[src/rtl/rv32_ctrl_pkg.sv]
// Shared encodings for the multicycle RV32I controller: FSM states, opcodes
// and the select/control codes driven into the datapath.
package rv32_ctrl_pkg;

  typedef enum logic [3:0] {
    S_FETCH,
    S_DECODE,
    S_MEMADR,
    S_MEMREAD,
    S_MEMWB,
    S_MEMWRITE,
    S_EXECR,
    S_EXECI,
    S_ALUWB,
    S_BEQ,
    S_JAL,
    S_TRAP
  } state_t;

  localparam logic [6:0] OP_LW  = 7'b0000011;
  localparam logic [6:0] OP_SW  = 7'b0100011;
  localparam logic [6:0] OP_R   = 7'b0110011;
  localparam logic [6:0] OP_I   = 7'b0010011;
  localparam logic [6:0] OP_BEQ = 7'b1100011;
  localparam logic [6:0] OP_JAL = 7'b1101111;

  typedef enum logic [2:0] {
    ALU_ADD = 3'b000,
    ALU_SUB = 3'b001,
    ALU_AND = 3'b010,
    ALU_OR  = 3'b011,
    ALU_SLT = 3'b101
  } alu_ctrl_t;

  typedef enum logic [1:0] {IMM_I = 2'b00, IMM_S = 2'b01, IMM_B = 2'b10, IMM_J = 2'b11} imm_src_t;
  typedef enum logic [1:0] {RES_ALUOUT = 2'b00, RES_DATA = 2'b01, RES_ALURESULT = 2'b10} result_src_t;
  typedef enum logic [1:0] {SRCA_PC = 2'b00, SRCA_OLDPC = 2'b01, SRCA_RS1 = 2'b10} src_a_t;
  typedef enum logic [1:0] {SRCB_WD = 2'b00, SRCB_IMM = 2'b01, SRCB_FOUR = 2'b10} src_b_t;

  // ALU operation class requested by the FSM; FUNCT defers to funct3/funct7b5.
  typedef enum logic [1:0] {AOP_ADD, AOP_SUB, AOP_FUNCT} alu_op_t;

  function automatic imm_src_t imm_src_for(input logic [6:0] op);
    case (op)
      OP_SW:   return IMM_S;
      OP_BEQ:  return IMM_B;
      OP_JAL:  return IMM_J;
      default: return IMM_I;
    endcase
  endfunction

endpackage

[src/rtl/alu_decoder.sv]
// Combinational ALU decoder: maps the FSM's ALU class plus funct fields to
// ALUControl, and flags funct3 values this core does not implement.
module alu_decoder
  import rv32_ctrl_pkg::*;
(
  input  alu_op_t    alu_op,
  input  logic [2:0] funct3,
  input  logic       funct7b5,
  input  logic       op5,
  output alu_ctrl_t  alu_control,
  output logic       bad_funct
);

  always_comb begin
    // NOTE: every output of a combinational block gets a default first so no path infers a latch.
    alu_control = ALU_ADD;
    bad_funct   = 1'b0;
    case (funct3)
      3'b000, 3'b010, 3'b110, 3'b111: bad_funct = 1'b0;
      default:                        bad_funct = 1'b1;
    endcase
    unique case (alu_op)
      AOP_ADD: alu_control = ALU_ADD;
      AOP_SUB: alu_control = ALU_SUB;
      default: begin
        case (funct3)
          // op5 separates R-type from I-type: addi never subtracts.
          3'b000:  alu_control = (op5 && funct7b5) ? ALU_SUB : ALU_ADD;
          3'b010:  alu_control = ALU_SLT;
          3'b110:  alu_control = ALU_OR;
          3'b111:  alu_control = ALU_AND;
          default: alu_control = ALU_ADD;
        endcase
      end
    endcase
  end

endmodule

[src/rtl/multicycle_controller.sv]
// Main control FSM for a multicycle RV32I datapath with a shared, stallable
// memory (mem_req/mem_ready handshake) and a single shared ALU.
module multicycle_controller
  import rv32_ctrl_pkg::*;
#(
  parameter bit TRAP_ON_ILLEGAL = 1'b1
) (
  input  logic       clk,
  input  logic       reset,
  input  logic [6:0] op,
  input  logic [2:0] funct3,
  input  logic       funct7b5,
  input  logic       zero,
  input  logic       mem_ready,
  output logic       mem_req,
  output logic       pc_write,
  output logic       adr_src,
  output logic       mem_write,
  output logic       ir_write,
  output logic [1:0] result_src,
  output logic [1:0] alu_src_a,
  output logic [1:0] alu_src_b,
  output logic [1:0] imm_src,
  output logic [2:0] alu_control,
  output logic       reg_write,
  output logic       illegal
);

  state_t    state;
  alu_op_t   alu_op;
  alu_ctrl_t alu_ctrl_w;
  logic      bad_funct;
  logic      is_alu, op_known, decode_bad;

  alu_decoder u_alu_decoder (
    .alu_op     (alu_op),
    .funct3     (funct3),
    .funct7b5   (funct7b5),
    .op5        (op[5]),
    .alu_control(alu_ctrl_w),
    .bad_funct  (bad_funct)
  );

  assign alu_control = alu_ctrl_w;
  assign is_alu      = (op == OP_R) || (op == OP_I);
  assign op_known    = is_alu || (op == OP_LW) || (op == OP_SW) || (op == OP_BEQ) || (op == OP_JAL);
  assign decode_bad  = !op_known || (is_alu && bad_funct);

  always_ff @(posedge clk or negedge reset) begin
    if (!reset) begin
      state   <= S_FETCH;
      illegal <= 1'b0;
    end else begin
      // NOTE: sequential state uses non-blocking assignments so every register sees pre-edge values.
      unique case (state)
        S_FETCH:    if (mem_ready) state <= S_DECODE;
        S_DECODE: begin
          if (decode_bad) begin
            if (TRAP_ON_ILLEGAL) begin
              state   <= S_TRAP;
              illegal <= 1'b1;
            end else begin
              state <= S_FETCH;
            end
          end else begin
            case (op)
              OP_LW, OP_SW: state <= S_MEMADR;
              OP_R:         state <= S_EXECR;
              OP_I:         state <= S_EXECI;
              OP_BEQ:       state <= S_BEQ;
              default:      state <= S_JAL;
            endcase
          end
        end
        S_MEMADR:   state <= (op == OP_SW) ? S_MEMWRITE : S_MEMREAD;
        S_MEMREAD:  if (mem_ready) state <= S_MEMWB;
        S_MEMWRITE: if (mem_ready) state <= S_FETCH;
        S_EXECR,
        S_EXECI,
        S_JAL:      state <= S_ALUWB;
        S_TRAP:     state <= S_TRAP;
        default:    state <= S_FETCH;
      endcase
    end
  end

  // Enables follow mem_ready/zero in the same cycle, so outputs decode from state combinationally.
  always_comb begin
    mem_req    = 1'b0;
    pc_write   = 1'b0;
    adr_src    = 1'b0;
    mem_write  = 1'b0;
    ir_write   = 1'b0;
    reg_write  = 1'b0;
    result_src = RES_ALUOUT;
    alu_src_a  = SRCA_PC;
    alu_src_b  = SRCB_WD;
    alu_op     = AOP_ADD;
    imm_src    = imm_src_for(op);
    unique case (state)
      S_FETCH: begin
        mem_req    = 1'b1;
        alu_src_b  = SRCB_FOUR;
        result_src = RES_ALURESULT;
        ir_write   = mem_ready;
        pc_write   = mem_ready;
      end
      S_DECODE: begin
        alu_src_a = SRCA_OLDPC;
        alu_src_b = SRCB_IMM;
      end
      S_MEMADR: begin
        alu_src_a = SRCA_RS1;
        alu_src_b = SRCB_IMM;
      end
      S_MEMREAD: begin
        mem_req = 1'b1;
        adr_src = 1'b1;
      end
      S_MEMWB: begin
        result_src = RES_DATA;
        reg_write  = 1'b1;
      end
      S_MEMWRITE: begin
        mem_req   = 1'b1;
        adr_src   = 1'b1;
        mem_write = 1'b1;
      end
      S_EXECR: begin
        alu_src_a = SRCA_RS1;
        alu_op    = AOP_FUNCT;
      end
      S_EXECI: begin
        alu_src_a = SRCA_RS1;
        alu_src_b = SRCB_IMM;
        alu_op    = AOP_FUNCT;
      end
      S_ALUWB:  reg_write = 1'b1;
      S_BEQ: begin
        alu_src_a = SRCA_RS1;
        alu_op    = AOP_SUB;
        pc_write  = zero;
      end
      S_JAL: begin
        alu_src_a = SRCA_OLDPC;
        alu_src_b = SRCB_FOUR;
        pc_write  = 1'b1;
      end
      default: ;
    endcase
    // A reset arriving mid-access must release the memory and block any write at once.
    if (!reset) begin
      mem_req   = 1'b0;
      mem_write = 1'b0;
      pc_write  = 1'b0;
      ir_write  = 1'b0;
      reg_write = 1'b0;
    end
  end

endmodule

[config.mk]
export PLATFORM = sky130hd
export DESIGN_NAME = multicycle_controller
export DESIGN_NICKNAME = d
export VERILOG_FILES = /design/src/rtl/rv32_ctrl_pkg.sv /design/src/rtl/alu_decoder.sv /design/src/rtl/multicycle_controller.sv
export SDC_FILE = /design/constraint.sdc
export NUM_CORES = 1
export LEC_CHECK = 0
export ABC_AREA = 0
export BUFFER_PORTS_ARGS = -buffer_cell sky130_fd_sc_hd__buf_2
export CAP_MARGIN = 20
export CELL_PAD_IN_SITES_DETAIL_PLACEMENT = 0
export CELL_PAD_IN_SITES_GLOBAL_PLACEMENT = 2
export CORE_ASPECT_RATIO = 0.9
export CORE_MARGIN = 4
export CORE_UTILIZATION = 23
export DETAILED_ROUTE_END_ITERATION = 8
export PLACE_DENSITY = 0.77
export SYNTH_ARGS = -nofsm -noshare
export SYNTH_HDL_FRONTEND = slang
export SYNTH_HIERARCHICAL = 1
export SYNTH_SLANG_ARGS = --single-unit
[constraint.sdc]
create_clock -name clk -period 1.7 [get_ports clk]
set_input_delay 0.085 -clock clk [delete_from_list [all_inputs] [get_ports clk]]
set_output_delay 0.085 -clock clk [all_outputs]
set_load 0.02 [all_outputs]
### Word-level counts from Yosys, hierarchy flattened

Index checks and enable logic that the tools add are counted.
Widths: inputs -> output; s select.

| operators by class | value |
|---|---|
| add/subtract/negate cells | 0 |
| multipliers | 0 |
| div/mod/pow operators | 0 |
| magnitude comparators | 0 |
| equal/unequal tests | 24 |
| shift-type cells | 0 |
| muxes and demuxes | 27 |
| bitwise operators | 0 |
| reductions and logical operators | 25 |

Operator list:

| cell | number |
|---|---|
| $pmux 4 s7 | 1 |
| $eq 4x3->1 const B | 4 |
| $eq 4x4->1 const B | 4 |
| $mux 4 | 4 |
| $pmux 2 s2 | 4 |
| $pmux 4 s4 | 1 |
| $eq 7x6->1 const B | 2 |
| $eq 7x7->1 const B | 2 |
| $mux 1 | 12 |
| $pmux 3 s4 | 1 |
| $reduce_or 2->1 | 6 |
| $reduce_or 3->1 | 3 |
| $eq 4x2->1 const B | 2 |
| $reduce_or 4->1 | 2 |
| $eq 7x2->1 const B | 1 |
| $eq 7x5->1 const B | 1 |
| $eq 3x3->1 const B | 2 |
| $logic_or 1x1->1 | 6 |
| $ne 2x2->1 const B | 3 |
| $pmux 2 s3 | 1 |
| $pmux 3 s2 | 1 |
| $eq 4x1->1 const B | 1 |
| $logic_not 4->1 | 1 |
| $eq 3x2->1 const B | 1 |
| 9 further kinds | 10 |

| word-level totals | value |
|---|---|
| register bits after elaboration | 5 |
| bits in latches | 0 |
| bits in writable memories | 0 |
| memory bits (read-only) | 0 |
| input bits | 15 |
| output and inout port bits | 18 |
| word-level logic and storage cells | 78 |
| memories kept | 0 |

### Depth between registers and ports, before layout

| depth | value |
|---|---|
| word-level depth | 10 |
| mapped depth | 6 |
| mapped depth without buffers | 6 |

### Hierarchy

The synthesis kept the hierarchy.

By module, submodules not included:

| module | times used | cells each | area an instance (µm²) | sequential area each (µm²) |
|---|---|---|---|---|
| multicycle_controller | 1 | 94 | 673.1 | 125.1 |
| alu_decoder | 1 | 8 | 50.0 | 0.0 |

### Worst setup path before layout

Ideal clock, no wire load.

| timing path | value |
|---|---|
| path type | flip-flop to output port |
| start | register state[3] |
| end | output port alu_control[0] |
| data arrival time | 1.473 ns |
| required time | 1.615 ns |
| setup slack | 0.142 ns |
| cell stages (with the launch flop) | 6 |
| buffers on the path | 1 |
| cells stage by stage | dfrtp_1 buf_2 nand2b_1 nor2_1 nor2_1 a221oi_1 |

| between the ends | value |
|---|---|
| longest elaborated chain between the ends | 5 |
| elaborated cells on any way between the ends | 8 |
| those cells by class | 4 x eq/ne; 2 x mux; 2 x reduce/logical |

RTL lines:

| item | RTL line | text |
|---|---|---|
| from (decl) | multicycle_controller.sv:29 | `state_t state;` |
| from (signal assigned) | multicycle_controller.sv:75 | `S_MEMADR: state <= (op == OP_SW) ? S_MEMWRITE : S_MEMREAD;` |
| $eq 4x3->1 | multicycle_controller.sv:100 | `unique case (state)` |
| $reduce_or 2->1 (no line) | n/a |  |
| $pmux 2 s2 (*) | multicycle_controller.sv:100 |  |
| named net alu_op[1] | multicycle_controller.sv:30 | `alu_op_t alu_op;` |
| $eq 2x1->1 / $logic_not 2->1 (equally long branches) | alu_decoder.sv:22 | `unique case (alu_op)` |
| $pmux 3 s2 (*) | alu_decoder.sv:22 |  |
| to (decl) | multicycle_controller.sv:24 | `output logic [2:0] alu_control,` |

The timed path passes the listed nets; every way through them passes the cells marked *.

### Worst setup path in the final report

| timing path | value |
|---|---|
| start | register state[1] |
| end | output port pc_write |

| between the ends | value |
|---|---|
| longest elaborated chain between the ends | 3 |
| elaborated cells on any way between the ends | 5 |
| those cells by class | 2 x eq/ne; 2 x mux; 1 x reduce/logical |

RTL lines:

| item | RTL line | text |
|---|---|---|
| $eq 4x4->1 / $logic_not 4->1 (equally long branches) | multicycle_controller.sv:100 |  |
| $pmux 1 s3 (*) | multicycle_controller.sv:100 |  |
| $mux 1 (*) | multicycle_controller.sv:152 | `if (!reset) begin` |
| to (decl) | multicycle_controller.sv:16 | `output logic pc_write,` |

Every way passes the cells marked *; elsewhere a longest branch is shown, timed or not.

==> results_dict.tcl <==
set metrics [dict create \
    dr.first_iter.drc_count 26 \
    dieHeight_um 61.2 \
    ys_ff_latch 5 \
    pwr-share-seq 0.135 \
    status "completed" \
    slew_violations 0 \
    synth.mux.area_fraction 0 \
    pwr_density_cell_nw_per_um2 1610 \
    avgViaCountPerCell 4.87 \
    worstHoldPathType "in2async" \
    critPathMaxFanout 7 \
    core_area_um2 3040 \
    cts.reportedPaths.clkPinSlew_ns 0.05 \
    finalPower_mw 1.61 \
    cts_root_buffer "clkbuf_4" \
    layout_worst_path_cycle_share 0.982 \
    p_leak_nw 0.472 \
    die-area_um2 4110 \
    synth_cells 102 \
    grt_pass1_wl_mm 3.43 \
    syn2layout_area_growth_pct 38.4 \
    p_comb_frac 0.771 \
    h-tree-depth 1 \
    cts_buffers 3 \
    grt_max_degree 18 \
    antenna_cells 0 \
    tns_ns 0 \
    finalSetupViolations 0 \
    dp_cells 173 \
    p_sw_frac 0.520 \
    period_minus_slack_ns 1.67 \
    slew_headroom 0.804 \
    end_kind "output pin" \
    max_freq_mhz 599 \
    grtUsageTotal 0.109 \
    hpwlAfterDp_mm 1.70 \
    overflow 0 \
    max-cap-violations 0 \
    path_class "reg2out" \
    io_pins 33 \
    netlist_area_um2 723 \
    numClockSinks 5 \
    p_clk_frac 0.094 \
    port_buffers 32 \
    drc 0 \
    cp-start-kind "register" \
    synth.largest_area_cell "dfrtp_1" \
    synth_edf_count 0 \
    synthXorXnorAreaFrac 0.0484 \
    start_util 0.238 \
    intPower_mw 0.772 \
    synthAdderAreaFrac 0 \
    rows 19 \
    synth.distinct_cells 42 \
    cp_data_required_time_ns 1.62 \
    synth_compound_area_frac 0.240 \
    drt-total-wl_mm 2.22 \
    grt_pass1_vias 784 \
    r2r_end "state[2]" \
    globalplace.congestion 0.810 \
    clk_path_buf_depth 2 \
    die_w_um 67.1 \
    rsz0062_at_grt "true" \
    synth_top_family_by_area "simple AND/OR/NAND/NOR gates" \
    synth_ff_type "dfrtp_1" \
    synth_area_leaders "dfrtp_1 (17%), a21oi_1 (7.6%), nor2_1 (7.3%)" \
    instances_no_fill 182 \
    post_route_cells_drive_above_1_share 0.393 \
    cp.arrival_ns 1.58 \
    final_nets 156 \
    switchingPower_mw 0.835 \
    insertion_delay_ns 0.26 \
    first_pass_iters 4 \
    ys_seq_area_frac 0.173 \
    ant_nets 0 \
    r2r_setup_slack_ns 0.37 \
    synth-async-reset-ratio 1.00 \
    worst-slew-pin-transition_ns 0.294 \
    placed_area_um2 922 \
    vdd_ir_drop_max_mv 0.461 \
    ys.warnings.count 6 \
    yosys.area_share.simple 0.441 \
    reg2reg_depth 5 \
    hold_violations 0 \
    antenna_found_initial 0 \
    syn_area_per_cell_um2 7.09 \
    finClkSkew_ns 0.00487 \
    wire_per_inst_um 12.2 \
    cts_tree "done" \
    syn-num-nets 117 \
    synth_top_area_frac 0.173 \
    r2r-start "state[0]" \
    vias 886 \
    design_area_um2 1000 \
]
==> layer usage <==
layer / GRT usage / vias up / wire length (µm)
li1: - / 443 / -
met3: 0.0164 / 3 / 136
met1: 0.137 / 407 / 1030
met5: 0 / - / 0
met4: 0.0520 / 0 / 31
met2: 0.183 / 33 / 1020
==> layout make-up <==
type | instances | area [µm²]
Tap cell | 42 | 52.6
Clock buffer | 4 | 26.3
Inverter | 5 | 18.8
Timing Repair Buffer | 42 | 240
Multi-Input combinational cell | 84 | 536
Fill cell | 361 | 2040
Sequential cell | 5 | 128
==> power groups by stage <==
| stage | sequential, mW | clock, mW | combinational (mW) |
|---|---|---|---|
| CTS | 0.238 | 0.158 | 1.14 |
| global placement | 0.228 | 0 | 1.15 |
| detailed placement | 0.234 | 0 | 1.12 |
| finish | 0.218 | 0.151 | 1.24 |
| global route | 0.225 | 0.160 | 1.35 |
| floorplan | 0.177 | 0 | 0.908 |
==> cell families after synthesis <==
kind of cell	Yosys count
AOI/OAI and AO/OA	26
xor gates and xnor gates	4
buffers and inverters	13
DFF	5
and+or+nand+nor	54
==> critical path, stage by stage (launching register included) <==
cell and delay (ns):
dfrtp_2 0.43, or3b_1 0.40, a21oi_2 0.15, a31oi_1 0.06, nor3_2 0.11, buf_4 0.16
==> how the worst max path moves through the flow <==
stage | startpoint | to | depth (start not counted)
4_1_cts | state[1] | pc_write | 5
5_1_grt | state[1] | pc_write | 5
2_1_floorplan | state[3] | alu_control[0] | 5
6_report | state[1] | pc_write | 5
3_3_place_gp | state[1] | state[1] | 5
3_5_place_dp | state[0] | alu_control[0] | 6
==> sequential cells by signal (all words and copies together), names as in the netlist <==
register,flops
state,4
illegal,1
==> through the flow <==
stage | util | setup slack (ns) | hold slack [ns]
after floorplan | - | 0.142 | -0.211
after global placement | 0.303 | 0.269 | -0.0760
after detailed placement | 0.303 | 0.227 | -0.0712
after CTS | 0.317 | 0.0113 | 0.180
after global routing | 0.329 | -0.0408 | 0.233
final | 0.329 | 0.0300 | 0.186
==> layout by cell type (no fill, tap or decap), types with 2 or more instances in the layout <==
cell / instances
a31oi_1: 2
nor3b_1: 2
nor2b_1: 4
buf_2: 31
xor2_1: 2
nand2b_1: 6
xnor2_1: 2
clkbuf_4: 3
nand3b_1: 2
a21oi_1: 10
and3_2: 2
nand3_1: 2
buf_4: 10
dfrtp_1: 3
dfrtp_2: 2
nor2_1: 13
nor3_1: 5
nand2_1: 7
inv_1: 4
==> cell usage after synthesis, types with 2 or more instances <==
library cell / n
nor3_1: 5
and3_2: 2
inv_1: 4
a31oi_1: 2
nand3_1: 2
nand2_1: 7
nand2b_1: 6
xnor2_1: 2
nand3b_1: 2
buf_2: 5
a21oi_1: 11
nor2_1: 14
dfrtp_1: 5
buf_4: 2
nor3b_1: 2
nor2b_1: 4
xor2_1: 2
==> timing repair <==
action / 4_1_cts / 5_1_grt
setup buffers: 0 / 4
hold endpoints to repair: 5 / 0
hold buffers: 1 / 0
endpoints found under the setup margin: 2 / 3
resized for setup: 4 / 2
No activity file was read; power rests on OpenSTA's default activity.
